File: config.mk
export PLATFORM = sky130hd
export DESIGN_NAME = svm_sequencer_flat
export DESIGN_NICKNAME = d
export VERILOG_FILES = /design/src/rtl/svm_sequencer_if.sv /design/src/rtl/svm_sequencer.sv /design/src/flat_wrapper.sv
export SDC_FILE = /design/constraint.sdc
export NUM_CORES = 1
export LEC_CHECK = 0
export ABC_CLOCK_PERIOD_IN_PS = 1900
export CAP_MARGIN = 20
export CORE_ASPECT_RATIO = 0.9
export CORE_MARGIN = 8
export CORE_UTILIZATION = 40
export DETAILED_ROUTE_END_ITERATION = 16
export PLACE_DENSITY = 0.7
export SYNTH_ARGS = -nofsm -noshare
export SYNTH_HDL_FRONTEND = slang
export SYNTH_SLANG_ARGS = --single-unit
File: constraint.sdc
create_clock -name clk -period 1.9 [get_ports clk]
set_clock_uncertainty 0.1 [all_clocks]
set_input_delay 0.285 -clock clk [delete_from_list [all_inputs] [get_ports clk]]
set_output_delay 0.285 -clock clk [all_outputs]
set_load 0.02 [all_outputs]
File: src/rtl/svm_sequencer_if.sv
// Handshake and control bus between the SVM sequencer and its datapath/memories.
// The sequencer drives the bus through the master modport.
interface svm_sequencer_if #(
   parameter int SV_AW = 18,
   parameter int A_AW  = 14,
   parameter int F_W   = 4
);
   logic             start;
   logic             abort;
   logic             dp_ready;
   logic             busy;
   logic             mem_en;
   logic [SV_AW-1:0] sv_addr;
   logic [A_AW-1:0]  alpha_addr;
   logic [F_W-1:0]   feat_idx;
   logic             acc_clear;
   logic             feat_valid;
   logic             feat_last;
   logic             sv_last;
   logic             done;

   modport master (
      input  start, abort, dp_ready,
      output busy, mem_en, sv_addr, alpha_addr, feat_idx,
             acc_clear, feat_valid, feat_last, sv_last, done
   );

   modport slave (
      output start, abort, dp_ready,
      input  busy, mem_en, sv_addr, alpha_addr, feat_idx,
             acc_clear, feat_valid, feat_last, sv_last, done
   );
endinterface

File: src/rtl/svm_sequencer.sv
// SVM classification sequencer: walks all support vectors and features, issues
// memory reads and returns latency-aligned control strobes to the datapath.
module svm_sequencer #(
   parameter int NUM_SV       = 11237,
   parameter int FEATURE_SIZE = 13,
   parameter int READ_LATENCY = 1,
   parameter int SV_AW        = 18,
   parameter int A_AW         = 14,
   parameter int F_W          = 4
) (
   input logic              clk,
   input logic              rst,
   svm_sequencer_if.master  bus
);

   localparam logic [2:0] S_IDLE  = 3'd0;
   localparam logic [2:0] S_CLEAR = 3'd1;
   localparam logic [2:0] S_ISSUE = 3'd2;
   localparam logic [2:0] S_DRAIN = 3'd3;
   localparam logic [2:0] S_DONE  = 3'd4;

   localparam int              TAIL     = READ_LATENCY - 1;
   localparam logic [F_W-1:0]  FEAT_MAX = F_W'(FEATURE_SIZE - 1);
   localparam logic [A_AW-1:0] SV_MAX   = A_AW'(NUM_SV - 1);

   logic [2:0]       state;
   logic [2:0]       state_nxt;
   logic [F_W-1:0]   feat_cnt;
   logic [A_AW-1:0]  sv_cnt;
   logic [SV_AW-1:0] addr_cnt;
   logic             issue;
   logic             kill;
   logic             cnt_feat_last;
   logic             cnt_sv_last;

   logic [READ_LATENCY-1:0] pipe_v;
   logic [READ_LATENCY-1:0] pipe_fl;
   logic [READ_LATENCY-1:0] pipe_sl;
   logic [F_W-1:0]          pipe_f [READ_LATENCY];

   assign kill          = bus.abort && (state == S_CLEAR || state == S_ISSUE || state == S_DRAIN);
   assign issue         = (state == S_ISSUE) && bus.dp_ready && !bus.abort;
   assign cnt_feat_last = (feat_cnt == FEAT_MAX);
   assign cnt_sv_last   = cnt_feat_last && (sv_cnt == SV_MAX);

   always_comb begin
      state_nxt = state;
      case (state)
         S_IDLE:  if (bus.start && !bus.abort) state_nxt = S_CLEAR;
         S_CLEAR: state_nxt = S_ISSUE;
         S_ISSUE: if (issue && cnt_sv_last) state_nxt = S_DRAIN;
         S_DRAIN: if (pipe_v[TAIL] && pipe_sl[TAIL]) state_nxt = S_DONE;
         S_DONE:  state_nxt = S_IDLE;
         default: state_nxt = S_IDLE;
      endcase
      if (kill) state_nxt = S_IDLE;
   end

   always_ff @(posedge clk or negedge rst) begin
      if (!rst) state <= S_IDLE;
      else      state <= state_nxt;
   end

   // Linear address runs as its own +1 counter; the final issue holds all counters.
   always_ff @(posedge clk or negedge rst) begin
      if (!rst) begin
         feat_cnt <= '0;
         sv_cnt   <= '0;
         addr_cnt <= '0;
      end else if (state == S_CLEAR) begin
         feat_cnt <= '0;
         sv_cnt   <= '0;
         addr_cnt <= '0;
      end else if (issue && !cnt_sv_last) begin
         addr_cnt <= addr_cnt + 1'b1;
         if (cnt_feat_last) begin
            feat_cnt <= '0;
            sv_cnt   <= sv_cnt + 1'b1;
         end else begin
            feat_cnt <= feat_cnt + 1'b1;
         end
      end
   end

   always_ff @(posedge clk or negedge rst) begin
      if (!rst) begin
         pipe_v  <= '0;
         pipe_fl <= '0;
         pipe_sl <= '0;
         for (int unsigned i = 0; i < READ_LATENCY; i++) pipe_f[i] <= '0;
      end else if (kill) begin
         pipe_v  <= '0;
         pipe_fl <= '0;
         pipe_sl <= '0;
         for (int unsigned i = 0; i < READ_LATENCY; i++) pipe_f[i] <= '0;
      end else begin
         pipe_v[0]  <= issue;
         pipe_fl[0] <= issue && cnt_feat_last;
         pipe_sl[0] <= issue && cnt_sv_last;
         pipe_f[0]  <= feat_cnt;
         for (int unsigned i = 1; i < READ_LATENCY; i++) begin
            pipe_v[i]  <= pipe_v[i-1];
            pipe_fl[i] <= pipe_fl[i-1];
            pipe_sl[i] <= pipe_sl[i-1];
            pipe_f[i]  <= pipe_f[i-1];
         end
      end
   end

   assign bus.busy       = (state != S_IDLE);
   assign bus.mem_en     = issue;
   assign bus.sv_addr    = addr_cnt;
   assign bus.alpha_addr = sv_cnt;
   assign bus.feat_idx   = pipe_f[TAIL];
   assign bus.acc_clear  = (state == S_CLEAR);
   assign bus.feat_valid = pipe_v[TAIL];
   assign bus.feat_last  = pipe_fl[TAIL];
   assign bus.sv_last    = pipe_sl[TAIL];
   assign bus.done       = (state == S_DONE);

endmodule

File: src/flat_wrapper.sv
// flat-port wrapper written by rule: the top's interface ports become plain ports
module svm_sequencer_flat 
#(
   parameter int NUM_SV       = 11237,
   parameter int FEATURE_SIZE = 13,
   parameter int READ_LATENCY = 1,
   parameter int SV_AW        = 18,
   parameter int A_AW         = 14,
   parameter int F_W          = 4
)
  (clk, rst, bus_start, bus_abort, bus_dp_ready, bus_busy, bus_mem_en, bus_sv_addr, bus_alpha_addr, bus_feat_idx, bus_acc_clear, bus_feat_valid, bus_feat_last, bus_sv_last, bus_done);
  svm_sequencer_if #(.SV_AW(SV_AW), .A_AW(A_AW), .F_W(F_W)) bus_i ();
  input logic clk;
  input logic rst;
  input wire logic [$bits(bus_i.start)-1:0] bus_start;
  input wire logic [$bits(bus_i.abort)-1:0] bus_abort;
  input wire logic [$bits(bus_i.dp_ready)-1:0] bus_dp_ready;
  output wire logic [$bits(bus_i.busy)-1:0] bus_busy;
  output wire logic [$bits(bus_i.mem_en)-1:0] bus_mem_en;
  output wire logic [$bits(bus_i.sv_addr)-1:0] bus_sv_addr;
  output wire logic [$bits(bus_i.alpha_addr)-1:0] bus_alpha_addr;
  output wire logic [$bits(bus_i.feat_idx)-1:0] bus_feat_idx;
  output wire logic [$bits(bus_i.acc_clear)-1:0] bus_acc_clear;
  output wire logic [$bits(bus_i.feat_valid)-1:0] bus_feat_valid;
  output wire logic [$bits(bus_i.feat_last)-1:0] bus_feat_last;
  output wire logic [$bits(bus_i.sv_last)-1:0] bus_sv_last;
  output wire logic [$bits(bus_i.done)-1:0] bus_done;
  assign bus_i.start = bus_start;
  assign bus_i.abort = bus_abort;
  assign bus_i.dp_ready = bus_dp_ready;
  assign bus_busy = bus_i.busy;
  assign bus_mem_en = bus_i.mem_en;
  assign bus_sv_addr = bus_i.sv_addr;
  assign bus_alpha_addr = bus_i.alpha_addr;
  assign bus_feat_idx = bus_i.feat_idx;
  assign bus_acc_clear = bus_i.acc_clear;
  assign bus_feat_valid = bus_i.feat_valid;
  assign bus_feat_last = bus_i.feat_last;
  assign bus_sv_last = bus_i.sv_last;
  assign bus_done = bus_i.done;
  svm_sequencer #(.NUM_SV(NUM_SV), .FEATURE_SIZE(FEATURE_SIZE), .READ_LATENCY(READ_LATENCY), .SV_AW(SV_AW), .A_AW(A_AW), .F_W(F_W)) u_core (.clk(clk), .rst(rst), .bus(bus_i));
endmodule
==> results.yml <==
layout:
  n_antenna_cell: 0
  layout_common_cells: "buf_4 (53), clkdlybuf4s50_1 (42), dfrtp_1 (41)"
  layout_commonest_cell: "buf_4"
  instances_no_fill: 421
  area_growth_syn_to_layout_pct: 53.12
  drive_above_1_share_pct: 33.24
  final_nets: 358
synth:
  yosysWarningCount: 0
  syn_inst: 241
  synth-main-ff-cell: "dfrtp_1"
  avgSynthCellArea_um2: 10.08
  syn_area_um2: 2429
  synthArstFlopShare_pct: 100.0
  ys_ff_latch: 46
  ys_seq_area_share_pct: 47.40
  syn_nets: 251
  synth_cell_types: 43
  synth_edf_count: 0
floorplan:
  core_area_um2: 5979
  die_h_um: 89.92
  fp.dieW_um: 98.14
  placementRows: 27
  die_area_um2: 8824
  boundaryPins: 48
  initial_utilization_pct: 40.62
worst_setup_path:
  worstPathCellList: "nor4b_4, buf_4, nand2_4, clkinv_4, buf_6, o2111ai_4, or3_4, a21oi_2"
  crit_path_max_fanout: 8
  cp.arrival_ns: 2.07
  cp-end-kind: "register"
  cpLargestDelayFamily: "simple AND/OR/NAND/NOR gates"
  critPathBufInv: 3
  crit_type: "reg2reg"
  crit_path_top_delay_cell: "dfrtp_1"
  cp-start-kind: "register"
  crit_path_max_incr_delay_ns: 0.42
  cp.required_ns: 2.04
global_routing:
  grt_pass1_wl_mm: 10.71
  gr-usage-all-layers_pct: 14.55
  grt_pass1_vias: 2203
  grt_max_degree: 31
  antenna_found_initial: 0
  grt-ovfl-total: 0
sta:
  period_share_pct: 101.6
  rsz0062_at_grt: "yes"
  final.setup.tns_ns: -0.1063
  fin_hold_ws_ns: 0.4055
  slew_viol_final: 0
  tightest_slew_ns: 0.5822
  hold_violations: 0
  slew_headroom_pct: 61.19
  setup_ws_ns: -0.03072
  max_freq_mhz: 517.9
  finalSetupViolCount: 5
  layout_min_cycle_time_ns: 1.931
drt:
  drc: 0
  finalWirelength_mm: 6.548
  via_per_inst: 5.228
  dr.first_iter.drc_count: 68
  dr.pass1.iters: 4
  via_count: 2201
  wl_per_cell_um: 15.55
  ant_nets: 0
job:
  maxCapViolCount: 0
clocking:
  cts_tree: "done"
  clk_root_buffer_cell: "clkbuf_8"
  clock_path_buffers: 2
  path_clk_slew_ns: 0.10
  cts.sinks: 46
  htree_levels: 2
  numCtsBuffers: 5
  clk_latency_ns: 0.31
placement:
  io_buffers: 47
  placed_cells: 405
  gp_congestion: 0.8090
  hpwlAfterDp_mm: 4.637
status:
  status: "finished, violations left"
  violations: "negative setup slack"
power_and_ir_drop:
  powerDensity_nw_per_um2: 503.7
  ir_drop_mv: 0.2665
  power.leakage_nw: 1.556
min_path:
  hold_path.class: "in2async"
## synthesized netlist by cell type, types with 3 or more instances
| cell type | instances | share of area, % |
|---|---|---|
| or3_1 | 11 | 2.8 |
| nor2_1 | 23 | 3.6 |
| o31ai_1 | 3 | 0.93 |
| mux2i_1 | 3 | 1.2 |
| xnor2_1 | 15 | 5.4 |
| dfrtp_1 | 46 | 47 |
| and4_1 | 5 | 1.8 |
| buf_2 | 4 | 0.82 |
| nor4_2 | 3 | 1.5 |
| o21ai_0 | 12 | 2.5 |
| nand4_1 | 9 | 2.3 |
| inv_1 | 10 | 1.5 |
| nor3_1 | 3 | 0.62 |
| nor4_1 | 4 | 1.0 |
| a21oi_1 | 15 | 3.1 |
| nand2_1 | 22 | 3.4 |
| and2_1 | 3 | 0.77 |
| nand3_1 | 8 | 1.6 |
| and3_1 | 6 | 1.5 |
| ha_1 | 5 | 2.6 |
| nor2b_1 | 3 | 0.77 |
## logic make-up after synthesis
group | count (synthesis) | share of synthesized area [%]
flops | 46 | 47.40
mux | 3 | 1.237
xor+xnor | 17 | 6.131
simple gates | 111 | 28.03
fa+ha+maj | 5 | 2.576
buf+inv | 19 | 3.813
compound gates | 40 | 10.82
## final timing paths
check	start	end	slack [ns]	cells after the start
min in group clk	u_core.bus.sv_addr[4]	u_core.bus.sv_addr[4]	0.42	1
max in group asynchronous	rst	u_core.bus.alpha_addr[0]	0.75	3
min reg2reg	u_core.bus.sv_addr[4]	u_core.bus.sv_addr[4]	0.42	1
max reg2reg	u_core.state[0]	u_core.bus.sv_addr[9]	-0.03	8
max	u_core.state[0]	u_core.bus.sv_addr[9]	-0.03	8
min	rst	u_core.bus.sv_addr[12]	0.41	2
## through the flow
step           instance area (µm²)  worst slack [ns]  utilization, %  power, mW
3_3_place_gp                  3431           -0.3461           57.38      1.254
6_report                      3719          -0.03072           62.19      1.873
5_1_grt                       3719           -0.1483           62.19      1.955
4_1_cts                       3578          -0.05679           59.85      1.881
2_1_floorplan                 2512          -0.06687               -      1.128
3_5_place_dp                  3431           -0.3939           57.38      1.259
## timing repair
item | in CTS | in global routing
hold buffers | 1 | 0
setup buffers | 1 | 6
resized for setup | 21 | 30
hold endpoints to repair | 23 | 0
pin swaps | 2 | 14
setup endpoints to repair | 25 | 29
## layout make-up
| type | instances | area [µm²] |
|---|---|---|
| repair buffers | 108 | 977.2 |
| well taps | 72 | 90.09 |
| fillers | 490 | 2261 |
| flip-flops and latches | 46 | 1157 |
| clock inverters | 3 | 21.27 |
| multi-input cells | 176 | 1358 |
| clock buffers | 5 | 68.82 |
| inverters | 11 | 46.29 |
## where the power goes
group / switching [mW] / internal (mW) / leakage [nW] / total, mW
logic: 0.127 / 0.112 / 0.880 / 0.240
clock network: 0.356 / 0.259 / 0.0441 / 0.615
registers: 0.0183 / 1.00 / 0.631 / 1.02
total: 0.502 / 1.37 / 1.56 / 1.87
## state kept, by name, summed over array words and instances, names as in the netlist
register               cells
u_core.bus.feat_valid      1
u_core.bus.feat_last       1
u_core.bus.sv_addr        18
u_core.state               3
u_core.bus.feat_idx        4
u_core.bus.alpha_addr     14
u_core.feat_cnt            4
u_core.bus.sv_last         1
## layer usage
metal  vias up  wire [µm]  GRT usage, %
li1       1077          -             -
met1      1077       3073         18.95
met2        41       3115         23.26
met3         6        288         3.236
met4         0         70         4.853
met5         -          0             0
Power figures use the tool's default switching activity.
